==> src/rtl/nav_pkg.sv <==
// Shared types and helpers for the timed wall-follower navigation FSM.
// Holds the state encoding, default RPM constants and heading priority.
package nav_pkg;

    typedef enum logic [2:0] {
        ST_IDLE        = 3'd0,
        ST_FORWARD     = 3'd1,
        ST_TURN_LEFT   = 3'd2,
        ST_TURN_RIGHT  = 3'd3,
        ST_TURN_AROUND = 3'd4
    } nav_state_t;

    localparam int DEF_CRUISE_RPM = 100;
    localparam int DEF_INNER_RPM  = 50;

    // Right-hand rule: right, then forward, then left, else turn around.
    function automatic nav_state_t pick_candidate(
        input logic open_r,
        input logic open_f,
        input logic open_l
    );
        if (open_r)
            return ST_TURN_RIGHT;
        else if (open_f)
            return ST_FORWARD;
        else if (open_l)
            return ST_TURN_LEFT;
        else
            return ST_TURN_AROUND;
    endfunction

endpackage

==> src/rtl/ir_hyst_comparator.sv <==
// Registered "path open" flag for one IR sensor with a hysteresis band.
// Ports: clk_in, reset_n_in, ir_in, threshold_in, hyst_in -> open_flag.
module ir_hyst_comparator #(
    parameter int IR_WIDTH = 16
) (
    input  logic                clk_in,
    input  logic                reset_n_in,
    input  logic [IR_WIDTH-1:0] ir_in,
    input  logic [IR_WIDTH-1:0] threshold_in,
    input  logic [IR_WIDTH-1:0] hyst_in,
    output logic                open_flag
);

    // One extra bit so a large threshold plus band never wraps low.
    logic [IR_WIDTH:0] set_level;

    assign set_level = {1'b0, threshold_in} + {1'b0, hyst_in};

    always_ff @(posedge clk_in) begin
        if (!reset_n_in)
            open_flag <= 1'b0;
        else if ({1'b0, ir_in} >= set_level)
            open_flag <= 1'b1;
        else if (ir_in < threshold_in)
            open_flag <= 1'b0;
    end

endmodule

==> src/rtl/nav_fsm_timed.sv <==
// Wall-follower navigation FSM with filtered sensors and timed turns.
// Inputs: clk_in, reset_n_in (sync, active low), enable_in, right/left/
// forward_ir_in, threshold_in, hyst_in. Outputs: per-motor RPM setpoints,
// enables, directions, state_out (debug) and a turn_done pulse.
// Optional NAV_SETPOINT_RAMP_EN: setpoints slew by RAMP_STEP per cycle.
module nav_fsm_timed
    import nav_pkg::*;
#(
    parameter int IR_WIDTH       = 16,
    parameter int RPM_WIDTH      = 26,
    parameter int CRUISE_RPM     = DEF_CRUISE_RPM,
    parameter int INNER_RPM      = DEF_INNER_RPM,
    parameter int TURN_CYCLES    = 50_000_000,
    parameter int UTURN_CYCLES   = 100_000_000,
    parameter int MIN_FWD_CYCLES = 10_000_000,
    parameter int CONFIRM_CYCLES = 1000,
    parameter int RAMP_STEP      = 1
) (
    input  logic                 clk_in,
    input  logic                 reset_n_in,
    input  logic                 enable_in,
    input  logic [IR_WIDTH-1:0]  right_ir_in,
    input  logic [IR_WIDTH-1:0]  left_ir_in,
    input  logic [IR_WIDTH-1:0]  forward_ir_in,
    input  logic [IR_WIDTH-1:0]  threshold_in,
    input  logic [IR_WIDTH-1:0]  hyst_in,
    output logic [RPM_WIDTH-1:0] rpm_left_setpoint,
    output logic [RPM_WIDTH-1:0] rpm_right_setpoint,
    output logic                 left_motor_en,
    output logic                 right_motor_en,
    output logic                 left_motor_direction,
    output logic                 right_motor_direction,
    output logic [2:0]           state_out,
    output logic                 turn_done
);

    localparam int DW   = $clog2(MIN_FWD_CYCLES + 1);
    localparam int CW   = (CONFIRM_CYCLES > 1) ? $clog2(CONFIRM_CYCLES) : 1;
    localparam int TMAX = (UTURN_CYCLES > TURN_CYCLES) ? UTURN_CYCLES
                                                       : TURN_CYCLES;
    localparam int TW   = (TMAX > 1) ? $clog2(TMAX) : 1;

    localparam logic [DW-1:0] DWELL_MAX  = DW'(MIN_FWD_CYCLES);
    localparam logic [CW-1:0] CONF_MAX   = CW'(CONFIRM_CYCLES - 1);
    localparam logic [TW-1:0] TURN_LOAD  = TW'(TURN_CYCLES - 1);
    localparam logic [TW-1:0] UTURN_LOAD = TW'(UTURN_CYCLES - 1);

    localparam logic [RPM_WIDTH-1:0] RPM_CRUISE = RPM_WIDTH'(CRUISE_RPM);
    localparam logic [RPM_WIDTH-1:0] RPM_INNER  = RPM_WIDTH'(INNER_RPM);

    nav_state_t          state;
    nav_state_t          state_nxt;
    nav_state_t          cand;
    nav_state_t          prev_cand;
    logic [DW-1:0]       dwell_cnt;
    logic [CW-1:0]       confirm_cnt;
    logic [TW-1:0]       turn_timer;
    logic [TW-1:0]       timer_nxt;
    logic                done_nxt;
    logic                open_r;
    logic                open_f;
    logic                open_l;
    logic [RPM_WIDTH-1:0] tgt_left;
    logic [RPM_WIDTH-1:0] tgt_right;

    ir_hyst_comparator #(.IR_WIDTH(IR_WIDTH)) u_cmp_right (
        .clk_in       (clk_in),
        .reset_n_in   (reset_n_in),
        .ir_in        (right_ir_in),
        .threshold_in (threshold_in),
        .hyst_in      (hyst_in),
        .open_flag    (open_r)
    );

    ir_hyst_comparator #(.IR_WIDTH(IR_WIDTH)) u_cmp_forward (
        .clk_in       (clk_in),
        .reset_n_in   (reset_n_in),
        .ir_in        (forward_ir_in),
        .threshold_in (threshold_in),
        .hyst_in      (hyst_in),
        .open_flag    (open_f)
    );

    ir_hyst_comparator #(.IR_WIDTH(IR_WIDTH)) u_cmp_left (
        .clk_in       (clk_in),
        .reset_n_in   (reset_n_in),
        .ir_in        (left_ir_in),
        .threshold_in (threshold_in),
        .hyst_in      (hyst_in),
        .open_flag    (open_l)
    );

    assign cand = pick_candidate(open_r, open_f, open_l);

    always_ff @(posedge clk_in) begin
        if (!reset_n_in) begin
            state       <= ST_IDLE;
            prev_cand   <= ST_IDLE;
            dwell_cnt   <= '0;
            confirm_cnt <= '0;
            turn_timer  <= '0;
            turn_done   <= 1'b0;
        end else begin
            state      <= state_nxt;
            prev_cand  <= cand;
            turn_timer <= timer_nxt;
            turn_done  <= done_nxt;

            // Persistence: only a stable, non-forward heading accumulates.
            if (cand != ST_FORWARD && cand == prev_cand) begin
                if (confirm_cnt != CONF_MAX)
                    confirm_cnt <= confirm_cnt + 1'b1;
            end else begin
                confirm_cnt <= '0;
            end

            if (state_nxt == ST_FORWARD && state != ST_FORWARD)
                dwell_cnt <= '0;
            else if (state == ST_FORWARD && dwell_cnt != DWELL_MAX)
                dwell_cnt <= dwell_cnt + 1'b1;
        end
    end

    always_comb begin
        state_nxt = state;
        timer_nxt = turn_timer;
        done_nxt  = 1'b0;

        if (state != ST_IDLE && !enable_in) begin
            state_nxt = ST_IDLE;
        end else begin
            case (state)
                ST_IDLE: begin
                    if (enable_in)
                        state_nxt = ST_FORWARD;
                end
                ST_FORWARD: begin
                    if (dwell_cnt == DWELL_MAX &&
                        confirm_cnt == CONF_MAX &&
                        cand != ST_FORWARD) begin
                        state_nxt = cand;
                        timer_nxt = (cand == ST_TURN_AROUND) ? UTURN_LOAD
                                                             : TURN_LOAD;
                    end
                end
                ST_TURN_LEFT, ST_TURN_RIGHT, ST_TURN_AROUND: begin
                    if (turn_timer == '0) begin
                        state_nxt = ST_FORWARD;
                        done_nxt  = 1'b1;
                    end else begin
                        timer_nxt = turn_timer - 1'b1;
                    end
                end
                default: state_nxt = ST_IDLE;
            endcase
        end
    end

    always_comb begin
        tgt_left              = '0;
        tgt_right             = '0;
        left_motor_en         = 1'b0;
        right_motor_en        = 1'b0;
        left_motor_direction  = 1'b1;
        right_motor_direction = 1'b1;

        case (state)
            ST_FORWARD: begin
                left_motor_en  = 1'b1;
                right_motor_en = 1'b1;
                tgt_left       = RPM_CRUISE;
                tgt_right      = RPM_CRUISE;
            end
            ST_TURN_LEFT: begin
                left_motor_en  = 1'b1;
                right_motor_en = 1'b1;
                tgt_left       = RPM_INNER;
                tgt_right      = RPM_CRUISE;
            end
            ST_TURN_RIGHT: begin
                left_motor_en  = 1'b1;
                right_motor_en = 1'b1;
                tgt_left       = RPM_CRUISE;
                tgt_right      = RPM_INNER;
            end
            ST_TURN_AROUND: begin
                left_motor_en         = 1'b1;
                right_motor_en        = 1'b1;
                tgt_left              = RPM_CRUISE;
                tgt_right             = RPM_CRUISE;
                right_motor_direction = 1'b0;
            end
            default: ;
        endcase
    end

    assign state_out = state;

`ifdef NAV_SETPOINT_RAMP_EN
    localparam int RW1 = RPM_WIDTH + 1;
    localparam logic [RPM_WIDTH:0] STEP = RW1'(RAMP_STEP);

    // Move one step toward the target, landing exactly on it.
    function automatic logic [RPM_WIDTH-1:0] ramp(
        input logic [RPM_WIDTH-1:0] cur,
        input logic [RPM_WIDTH-1:0] tgt
    );
        logic [RPM_WIDTH:0] up;
        logic [RPM_WIDTH:0] gap;
        up  = {1'b0, cur} + STEP;
        gap = {1'b0, cur - tgt};
        if (cur < tgt)
            ramp = (up >= {1'b0, tgt}) ? tgt : up[RPM_WIDTH-1:0];
        else
            ramp = (gap <= STEP) ? tgt : cur - STEP[RPM_WIDTH-1:0];
    endfunction

    always_ff @(posedge clk_in) begin
        if (!reset_n_in) begin
            rpm_left_setpoint  <= '0;
            rpm_right_setpoint <= '0;
        end else begin
            rpm_left_setpoint  <= ramp(rpm_left_setpoint, tgt_left);
            rpm_right_setpoint <= ramp(rpm_right_setpoint, tgt_right);
        end
    end
`else
    logic unused_ramp;

    assign unused_ramp        = ^RAMP_STEP;
    assign rpm_left_setpoint  = tgt_left;
    assign rpm_right_setpoint = tgt_right;
`endif

endmodule

==> config.mk <==
export PLATFORM = sky130hd
export DESIGN_NAME = nav_fsm_timed
export DESIGN_NICKNAME = d
export VERILOG_FILES = /design/src/rtl/nav_pkg.sv /design/src/rtl/ir_hyst_comparator.sv /design/src/rtl/nav_fsm_timed.sv
export SDC_FILE = /design/constraint.sdc
export NUM_CORES = 1
export LEC_CHECK = 0
export CAP_MARGIN = 15
export CORE_UTILIZATION = 53
export CTS_CLUSTER_SIZE = 8
export DETAILED_ROUTE_END_ITERATION = 8
export GPL_TIMING_DRIVEN = 1
export PLACE_DENSITY = 0.86
export SYNTH_ARGS = -nofsm -noshare
export SYNTH_HDL_FRONTEND = slang
export SYNTH_SLANG_ARGS = --single-unit
==> constraint.sdc <==
create_clock -name clk_in -period 6.9 [get_ports clk_in]
set_clock_uncertainty 0.05 [all_clocks]
set_input_delay 0.69 -clock clk_in [delete_from_list [all_inputs] [get_ports clk_in]]
set_output_delay 0.69 -clock clk_in [all_outputs]
set_load 0.005 [all_outputs]
After elaboration in Yosys (flattened, before gate mapping) --
Cells that the tools add are included.
Storage, ports and cells: bits in registers 71, input port bits 83, output and inout bits 60
Operators by class: $add $sub $neg 4, $lt $le $gt $ge 6, eq/ne operators 15, muxes and demuxes 23, bitwise gates (word level) 3, reduce and logical (&&, ||, !) cells 22
Operators by type and width (number):
- $mux 27 | 3
- $pmux 27 s2 | 1
- $ge 16x17->1 | 3
- $lt 16x16->1 | 3
- $pmux 7 s2 | 2
- $logic_not 27->1 | 1
- $sub 27x1->27 const B | 1
- $add 24x1->24 const B | 1
- $eq 24x24->1 const B | 1
- $ne 24x24->1 const B | 1
- $mux 3 | 7
- $add 16x16->17 | 1
- $reduce_or 3->1 | 4
- $add 10x1->10 const B | 1
- $eq 10x10->1 const B | 1
- $ne 10x10->1 const B | 1
- $mux 1 | 9
- $pmux 3 s3 | 1
- $reduce_bool 2->1 | 4
- $eq 3x1->1 const B | 2
- $eq 3x2->1 const B | 2
- $eq 3x3->1 const B | 2
- $logic_and 1x1->1 | 6
- $ne 3x1->1 const B | 2
- other kinds (11) | 13

Depth between registers and ports, before layout --
Gate-level depths: netlist (run 1).
depth after elaboration 11, depth in mapped cells 17, gate-level depth less buffers 17

Cells and area by module --
A second synthesis (run 1) with hierarchy kept.
Unflattened totals: cells, all modules 1079, area, all modules 8594.5 um^2
Modules (own cells, without submodules):
- nav_fsm_timed | times used 1, cells each 499, area each 4065.1 um^2
- ir_hyst_comparator at u_cmp_forward ... | times used 2, cells each 200, area each 1539.0 um^2
- ir_hyst_comparator at u_cmp_left | times used 1, cells each 180, area each 1451.4 um^2

Worst setup path after synthesis (run 1) --
No wires, ideal clock.
kind input to register, start point input threshold_in[0], end point register u_cmp_forward.open_flag, setup time 0.129 ns, data arrival time 4.938 ns, data required time 6.721 ns, path slack 1.783 ns, cell stages on the path 16, path buffers 0, cell sequence ha_1 -> fa_1 -> a21o_1 -> a221oi_1 -> nor2_1 -> o41ai_1 -> o21ai_0 -> xnor2_1 -> ha_1 -> and4_1 -> a2111oi_0 -> a21oi_1 -> maj3_1 -> maj3_1 -> a2111oi_0 -> nor2_1
Between the ends: cells in the longest elaborated chain, start to end 3
RTL lines:
- start: declaration | RTL line nav_fsm_timed.sv:25 | input logic [IR_WIDTH-1:0] threshold_in,
- $add 16x16->17 | RTL line ir_hyst_comparator.sv:17 | assign set_level = {1'b0, threshold_in} + {1'b0, hyst_in};
- $ge 16x17->1 | RTL line ir_hyst_comparator.sv:22 | else if ({1'b0, ir_in} >= set_level)
- $mux 1 or $reduce_bool 2->1 (tied branches)
- end signal: assignment | RTL line ir_hyst_comparator.sv:21 | open_flag <= 1'b0;
- end signal: assignment | RTL line ir_hyst_comparator.sv:23 | open_flag <= 1'b1;
- end signal: assignment | RTL line ir_hyst_comparator.sv:25 | open_flag <= 1'b0;
- end: declaration | RTL line ir_hyst_comparator.sv:11 | output logic open_flag
Parallel ways exist; a longest one is shown, timed or not. A chain may end at the register's enable or synchronous reset.

Worst setup path after layout (run 1) --
Same ends and word-level chain as after synthesis.

==> results of run 1 <==
## worst max-delay path, delay by kind of cell
kind	cells	cell delay, ns
adder cells (fa/ha/maj)	5	1.70
buffers and inverters	1	0.46
AO/OA/AOI/OAI	7	2.47
AND/OR/NAND/NOR	3	0.47
XOR/XNOR	1	0.35
## where the power goes
part	internal (µW)	leakage, µW	switching [µW]	total (µW)
clock network	326	0.000156	176	503
logic	196	0.00258	221	417
registers	419	0.000573	10.8	430
total	942	0.00331	408	1350
## layout make-up
cell class	count	share of cell area (%)
Clock inverter	5	1.032
Inverter	38	1.810
Sequential cell	71	18.03
Timing Repair Buffer	100	12.67
Clock buffer	11	3.080
Multi-Input combinational cell	702	60.71
Tap cell	168	2.667
## layer usage
| layer | vias to the layer above | routed length, µm | global-route usage [%] |
|---|---|---|---|
| li1 | 3126 | - | - |
| met5 | - | 0 | 0 |
| met3 | 26 | 777 | 4.091 |
| met4 | 0 | 301 | 5.801 |
| met1 | 2915 | 7206 | 32.65 |
| met2 | 202 | 7577 | 43.31 |
## registers in the layout, indices dropped and copies added (netlist names)
signal,count
u_cmp_left.open_flag,1
prev_cand,3
u_cmp_right.open_flag,1
confirm_cnt,10
turn_done,1
turn_timer,27
state_out,3
dwell_cnt,24
u_cmp_forward.open_flag,1
## logic make-up after synthesis
kind of cell,Yosys count,share of synthesized area (%)
adder cells (fa/ha/maj),116,21.69
XOR/XNOR,46,6.063
AO/OA/AOI/OAI,207,19.88
other,2,0.1130
multiplexers,2,0.3201
AND/OR/NAND/NOR,288,21.62
flip-flops,71,21.39
buffers and inverters,107,8.925
## stage by stage
step	hold WS, ns	instances	worst slack (ns)	area [µm²]
2_1_floorplan	0.3990	880	1.783	6799
3_3_place_gp	0.4179	1079	0.8293	7557
3_5_place_dp	0.4220	1079	0.6721	7557
4_1_cts	0.4292	1095	1.021	7881
5_1_grt	0.4485	1095	0.5586	7881
6_report	0.4346	1095	0.8993	7881
## cell usage in the layout, fill, tap and decap left out, types with 8 or more instances in the layout
| cell type | Yosys | final |
|---|---|---|
| sky130_fd_sc_hd__inv_1 | 37 | 37 |
| sky130_fd_sc_hd__nor2_1 | 97 | 97 |
| sky130_fd_sc_hd__nand4_1 | 8 | 8 |
| sky130_fd_sc_hd__xnor2_1 | 30 | 30 |
| sky130_fd_sc_hd__o21a_1 | 15 | 15 |
| sky130_fd_sc_hd__a21o_1 | 12 | 12 |
| sky130_fd_sc_hd__a31oi_1 | 11 | 11 |
| sky130_fd_sc_hd__clkbuf_16 | 0 | 9 |
| sky130_fd_sc_hd__nor2b_1 | 13 | 13 |
| sky130_fd_sc_hd__nor3_1 | 24 | 24 |
| sky130_fd_sc_hd__nand2_1 | 47 | 47 |
| sky130_fd_sc_hd__clkdlybuf4s50_1 | 0 | 99 |
| sky130_fd_sc_hd__dfxtp_1 | 71 | 71 |
| sky130_fd_sc_hd__ha_1 | 108 | 108 |
| sky130_fd_sc_hd__o21ai_0 | 50 | 50 |
| sky130_fd_sc_hd__or3_1 | 9 | 9 |
| sky130_fd_sc_hd__and3_1 | 11 | 11 |
| sky130_fd_sc_hd__conb_1 | 2 | 43 |
| sky130_fd_sc_hd__xor2_1 | 16 | 16 |
| sky130_fd_sc_hd__nand3_1 | 32 | 32 |
| sky130_fd_sc_hd__a21oi_1 | 60 | 60 |
## worst min path at each step
stage / from / to / slack, ns / cells after the start
finish: turn_timer[12] / turn_timer[12] / 0.43 / 2
global route: turn_timer[20] / turn_timer[20] / 0.45 / 1
CTS: turn_timer[7] / turn_timer[7] / 0.43 / 2
detailed placement: turn_timer[7] / turn_timer[7] / 0.42 / 2
global placement: turn_timer[7] / turn_timer[7] / 0.42 / 2
floorplan: turn_timer[24] / turn_timer[24] / 0.40 / 2
==> run summary, run 1 <==
The min-delay analysis places its worst path in the category flop to flop. The later pin in the worst-skew pair is clocked with a latency of 0.33 ns. In this run the standard cell core region covers 12110 µm². The number of warnings printed during yosys synthesis was 0. Summed over all instances, the cell type with the most area after synthesis is sky130_fd_sc_hd__dfxtp_1.

Row generation in the floorplan step produced 40 rows. Ranked by total cell area, the synthesized netlist is headed by sky130_fd_sc_hd__dfxtp_1 (21%), sky130_fd_sc_hd__ha_1 (20%), sky130_fd_sc_hd__buf_4 (5.5%). For this run, the detailed router's first-pass iteration total came to 5. For the pin with the worst max-slew slack, the measured transition is 0.7776 ns. Summing every instance area after synthesis gives 6645 µm². No sink is reached through more buffers than the 2 on the longest clock path.

The number of buffers inserted by hold repair at cts is 0. The area taken by flip-flops and latches came out at 1421 µm². Dividing the detail-routed wire length by the instance count gives 14.49 µm. Port buffering added 99 buffers. For the number of setup violations in the final report, the log shows 0. The tools report the TritonCTS sink count as 71. Type of the worst setup path: input port to flop.

The proportion of netlist area held by the largest area contributor is 21.39%. The share of flip-flops with an asynchronous set or reset is 0%. The number of inserted filler cells in the final layout was 1027; the placed wire-length estimate was 12.34 mm. Critical-path maximum fanout: 4. The sort of element at the end of the critical path is a flop. Counting the buffers created by CTS gives 9. Post-CTS repair changed the size of 0 cells.

The endpoint arrival time on the critical path came out at 6.16 ns. After technology mapping, the gate count stands at 839. Counting cells, the worst reg-to-reg path comes to 9. The count of antenna diodes in the layout is 0, and the share of the core filled with cells in the final layout is 65.07%. Initial DRC count: 393.

The run gives 166.6 MHz as the maximum clock frequency. The slowest stage of the critical path is the sky130_fd_sc_hd__a221oi_1 cell. Setup repair after global routing left no endpoint under its margin. The tools report the overall global routing resource usage as 25.09%.

The commonest cells after synthesis are sky130_fd_sc_hd__ha_1 (108), sky130_fd_sc_hd__nor2_1 (97), sky130_fd_sc_hd__dfxtp_1 (71), sky130_fd_sc_hd__a21oi_1 (60), sky130_fd_sc_hd__o21ai_0 (50). Once detail routing completed, the nets flagged for antenna violations numbered 0. TritonCTS built the clock tree.

The headroom to the max-slew limit is 48.03%. Summing internal, switching and leakage power gives 1349 µW. After detailed routing, the total wire length is 15.86 mm. Counting I/O delays and the setup requirement, the final critical path takes 6.001 ns. After clock tree synthesis, the clock-pin slew on the worst setup and hold paths is 0.06 ns.

The tree is rooted in a sky130_fd_sc_hd__clkbuf_16. For this design the top-level I/O count stands at 143. The worst register-to-register path has a setup slack of 3.87 ns.

In the final layout, the multi-input gates occupy 4785 µm². In this run the worst setup path terminates at u_cmp_forward.open_flag. After the last flow step, the layout net total stands at 1114. The width of the die was 114.0 µm.

At the end of routability-driven placement, the weighted congestion stood at 0.8856. The via count of the first global-routing pass came out at 5801. For the static leakage, the log shows 0.003305 µW.

The overall die height is 114.0 µm. The worst-case vdd ir drop was 0.1331 mV; the signed area change from the synthesized netlist to the final layout was 18.60%. Max-cap violations in this run came to 0. The count of cell types in the netlist is 68. The most used flip-flop cell after synthesis is sky130_fd_sc_hd__dfxtp_1. The run finished with clean final reports. Entering global routing, the biggest net connects 25 pins. The run gives 0 as the detailed-route DRC error count.

The worst register-to-register path ends at turn_timer[15]. The most frequent cell after synthesis was sky130_fd_sc_hd__ha_1. The signal on the critical path passes through clkdlybuf4s50_1 > ha_1 > fa_1 > a21o_1 > a221oi_1 > nor2_1 > o41ai_1 > o21ai_0 > xnor2_1 > ha_1 > and4_1 > a2111oi_0 > a21oi_1 > maj3_1 > maj3_1 > a2111oi_0 > nor2_1. In this run the power density over the cells is 171.2 nW/µm². Tracing the worst setup path back leads to its startpoint at threshold_in[0]. The logs give 0 for the total congestion overflow after global routing and 0 for the post-CTS repair timing setup buffer count. CTS built an H-tree with a depth of 3.

Post-synthesis sequential element count: 71. Across all layers, the routed design uses 6269 vias. The synthesized design contains 0 enable-type register cells. The max-slew violation count is 0. The routed via count divided by cell count was 5.725; the sequential area share after synthesis was 21.39%.

The nature of the critical path startpoint is an input port. Each instance of the synthesized netlist takes up on average 7.920 µm². The worst register-to-register path begins at confirm_cnt[0]. The floorplan step defined a die boundary enclosing 12990 µm². The delay of the slowest cell on the worst path works out to 0.56 ns.

The number of antenna violations at the first check in global routing is 0, and the share of final-layout standard cells stronger than drive strength 1 is 3.560%. In the finished design, the share of the clock period the worst path needs comes to 86.97%. Final count of hold timing violations: 0. For the final routed database, the setup TNS stands at 0 ns.

The starting density of the core was 54.87%. For the wire length of the first global-routing pass, the log shows 26.59 mm. The required time of the critical path is 7.06 ns.
(Power assumes the default switching activity.)
==> run 2, diff against run 1 <==
--- a/config.mk
+++ b/config.mk
@@ -6,11 +6,11 @@
 export NUM_CORES = 1
 export LEC_CHECK = 0
 export CAP_MARGIN = 15
-export CORE_UTILIZATION = 53
+export CORE_UTILIZATION = 57
 export CTS_CLUSTER_SIZE = 8
 export DETAILED_ROUTE_END_ITERATION = 8
 export GPL_TIMING_DRIVEN = 1
-export PLACE_DENSITY = 0.86
+export PLACE_DENSITY = 0.91
 export SYNTH_ARGS = -nofsm -noshare
 export SYNTH_HDL_FRONTEND = slang
 export SYNTH_SLANG_ARGS = --single-unit
==> constraint.sdc (replaced) <==
create_clock -name clk_in -period 7.45 [get_ports clk_in]
set_clock_uncertainty 0.05 [all_clocks]
set_input_delay 0.745 -clock clk_in [delete_from_list [all_inputs] [get_ports clk_in]]
set_output_delay 0.745 -clock clk_in [all_outputs]
set_load 0.005 [all_outputs]
==> run summary, run 2 (synthesized netlist as in run 1, its figures left out) <==
The flow ran to the end, and the final reports show no timing, DRC or antenna violations. The TritonCTS buffer count was 9 (unchanged). The number of antenna violations at the first check in global routing was 0 (unchanged). Traced cell by cell, the critical path runs through clkdlybuf4s50_1 > ha_1 > fa_1 > a21o_1 > a221oi_1 > nor2_1 > o41ai_1 > o21ai_0 > xnor2_1 > ha_1 > and4_1 > a2111oi_0 > a21oi_1 > maj3_1 > maj3_1 > a2111oi_0 > nor2_1.

The launching point of the worst reg2reg path is dwell_cnt[3]. The instance count along the most critical hold path is 2 (unchanged), and the number of flip-flops under the largest register name is 27 (unchanged). The critical-path maximum fanout is 4 (unchanged). The clock transition at the registers of the reported paths is 0.06 ns (about the same). In the finished design, the share of the clock period the worst path needs comes to 79.60%. The width of the die works out to 110.0 µm (-3.5%). The tools report the count of pins on the block boundary as 143 (unchanged). The tools report the wire length of the first global-routing pass as 25.68 mm (-3.4%). The deepest clock path buffer count came out at 2 (unchanged).

The register with the most flip-flops in the final layout is turn_timer. The delay of the slowest cell on the worst path was 0.55 ns (about the same). The worst setup path is captured at a flop. In this run the most critical hold path is launched from turn_timer[26].

The area of the die was 12090 µm² (-6.9%); the number of cells on the critical path was 17 (unchanged). The run gives 25 (unchanged) as the pin count of the biggest net entering global routing. On the critical path, the stage with the largest delay is an instance of sky130_fd_sc_hd__a221oi_1.

For the global placer's final weighted congestion, the log shows 0.9603 (+8.4%). The cell depth of the worst flop-to-flop path was 8 (-1). The largest registers in the layout are turn_timer: 27 flops, dwell_cnt: 24 flops, confirm_cnt: 10 flops. The final count of hold timing violations came out at 0 (unchanged). Buffer cell driving the clock tree root: sky130_fd_sc_hd__clkbuf_16. Worst-case vdd ir drop: 0.1843 mV (+38%).

The run gives 0.34 ns (about the same) as the source-to-sink clock delay at the later pin of the worst-skew pair. The run gives 5 (unchanged) as the total iterations of the first detailed-routing run. The tools report the detailed-route DRC error count as 0 (unchanged). The run gives 58.45% (+3.6 points) as the starting density of the core. The share of the core filled with cells in the final layout is 68.75% (+3.7 points). The overall global routing resource usage was 26.85% (+1.8 points); the via count of the first global-routing pass was 5712 (-1.5%).

The overall die height was 110.0 µm (-3.5%). The instance area at placement is 7518 µm² (-0.51%). The end of the worst hold path is turn_timer[26]. The total congestion overflow after global routing was 0 (unchanged). Relative to the synthesized area, the layout overhead comes to 17.62%. The run gives 0 (unchanged) as the number of buffers inserted by hold repair at cts. The tools report the number of nets with antenna violations after detailed routing as 0 (unchanged).

The tightest hold margin is 0.4347 ns (+0.0001100 ns), and the slew at the pin closest to its max-slew limit is 0.9398 ns (+0.1622 ns). The share of final-layout standard cells stronger than drive strength 1 is 3.564% (+0.0038 points), and the number of setup violations in the final report is 0 (unchanged). The endpoint arrival time on the critical path is 6.09 ns (-0.07 ns), and the number of inserted filler cells in the final layout is 877 (-15%). The total routed wirelength is 15.95 mm (+0.54%). The run gives 0 (unchanged) as the total of cells resized after clock tree synthesis. TritonCTS built the clock tree. Initial DRC count: 449 (+14%). The detail-routed net length per standard cell was 14.92 µm (+3.0%). The buffering stage count on the worst path with inverters included is 1 (unchanged). STA classifies the critical path startpoint as an input port. The TritonCTS sink count was 71 (unchanged); the overall via count from detail_route was 6318 (+0.78%). For the post-CTS repair timing setup buffer count, the log shows 0 (unchanged).

The type of the worst setup path was input port to flop. Placed wire-length estimate: 12.40 mm (+0.50%). The time the worst path needs with I/O delays and setup was 5.930 ns; the maximum clock frequency was 168.6 MHz. The kind of cell with the highest combined delay along the critical path is compound AO/OA/AOI/OAI gates.

Setup repair after global routing left no endpoint under its margin. The run gives 4.38 ns (+0.51 ns) as the worst reg-to-reg setup slack. In the layout the commonest cells are sky130_fd_sc_hd__ha_1 (108), sky130_fd_sc_hd__clkdlybuf4s50_1 (99), sky130_fd_sc_hd__nor2_1 (97). The post-route standard cell area excluding fillers was 7816 µm² (-0.83%); the headroom to the max-slew limit was 37.15% (-11 points). The static leakage came out at 0.003287 µW (-0.57%). In this run the worst hold path is classified as flop to flop.

The routed via count divided by cell count was 5.910 (+3.2%). The post-layout net count was 1113 (-0.090%); the power per cell area was 155.7 nW/µm² (-9.0%). The placeable core region was 11370 µm² (-6.1%).

The library cell used most frequently in the layout, excluding fill and tap cells, is sky130_fd_sc_hd__ha_1. The logs give 0 (unchanged) for the count of antenna diodes in the layout and 1421 µm² (unchanged) for the area taken by flip-flops and latches. The count of buffers from port buffering is 99 (unchanged), and the max-slew violation count is 0 (unchanged). The tools report the area taken by multi-input logic gates as 4785 µm² (unchanged). The number of max-cap violations came out at 0 (unchanged).

The total negative setup slack came out at 0 ns (unchanged). The required time of the critical path was 7.61 ns (+0.55 ns). The worst register-to-register path ends at turn_timer[23]. The floorplan row count is 39 (-2.5%), and the H-tree depth reported by CTS is 3 (unchanged).
==> run 2: cell count changes in the layout (fill, tap and decap cells not counted), sizes merged <==
cell      before  now
buf            1    0
bufinv         2    1
clkbuf        11    9
clkinv         3    4
clkinvlp       1    2
inv           37   38
==> run 2: power breakdown <==
part           switching [µW]  internal [µW]
clock                     173            260
sequential               10.6            388
combinational             204            181
total                     388            829
==> run 2: routing by layer <==
layer  routed length (µm)  global-route usage, %
met1                 7142                  35.10
met2                 7389                  44.20
met3                  934                  2.704
met4                  482                  12.86
met5                    0                      0
==> run 2: area by class of cell <==
type,count,area share (%)
Clock buffer,9,2.881
Clock inverter,7,0.9284
Inverter,38,1.825
Multi-Input combinational cell,702,61.21
Sequential cell,71,18.18
Tap cell,143,2.289
Timing Repair Buffer,99,12.68
==> run 2: how the worst max path moves through the flow <==
stage / start / to / slack [ns]
after floorplan: threshold_in[0] / u_cmp_forward.open_flag / 2.28
after global placement: threshold_in[0] / u_cmp_forward.open_flag / 1.38
after detailed placement: threshold_in[0] / u_cmp_forward.open_flag / 1.27
after CTS: threshold_in[0] / u_cmp_forward.open_flag / 1.51
after global routing: threshold_in[0] / u_cmp_forward.open_flag / 1.01
final: threshold_in[0] / u_cmp_forward.open_flag / 1.52
==> run 2: worst reg2reg max path, cell delays in order, from the launching register on <==
cell and delay, ns:
sky130_fd_sc_hd__dfxtp_1 0.36, sky130_fd_sc_hd__or4b_1 0.52, sky130_fd_sc_hd__or4_4 0.50, sky130_fd_sc_hd__nor3b_2 0.22, sky130_fd_sc_hd__o2111ai_2 0.17, sky130_fd_sc_hd__a21oi_2 0.23, sky130_fd_sc_hd__o21a_2 0.41, sky130_fd_sc_hd__a21oi_1 0.12
sky130_fd_sc_hd__a311oi_1 0.37
==> run 2: per-stage QoR <==
stage                     instances  setup WS [ns]  total power (µW)
final                          1069          1.520              1217
after global routing           1069          1.015              1287
after CTS                      1069          1.515              1213
after detailed placement       1053          1.268             784.7
after global placement         1053          1.385             770.8
after floorplan                 880          2.278             672.4
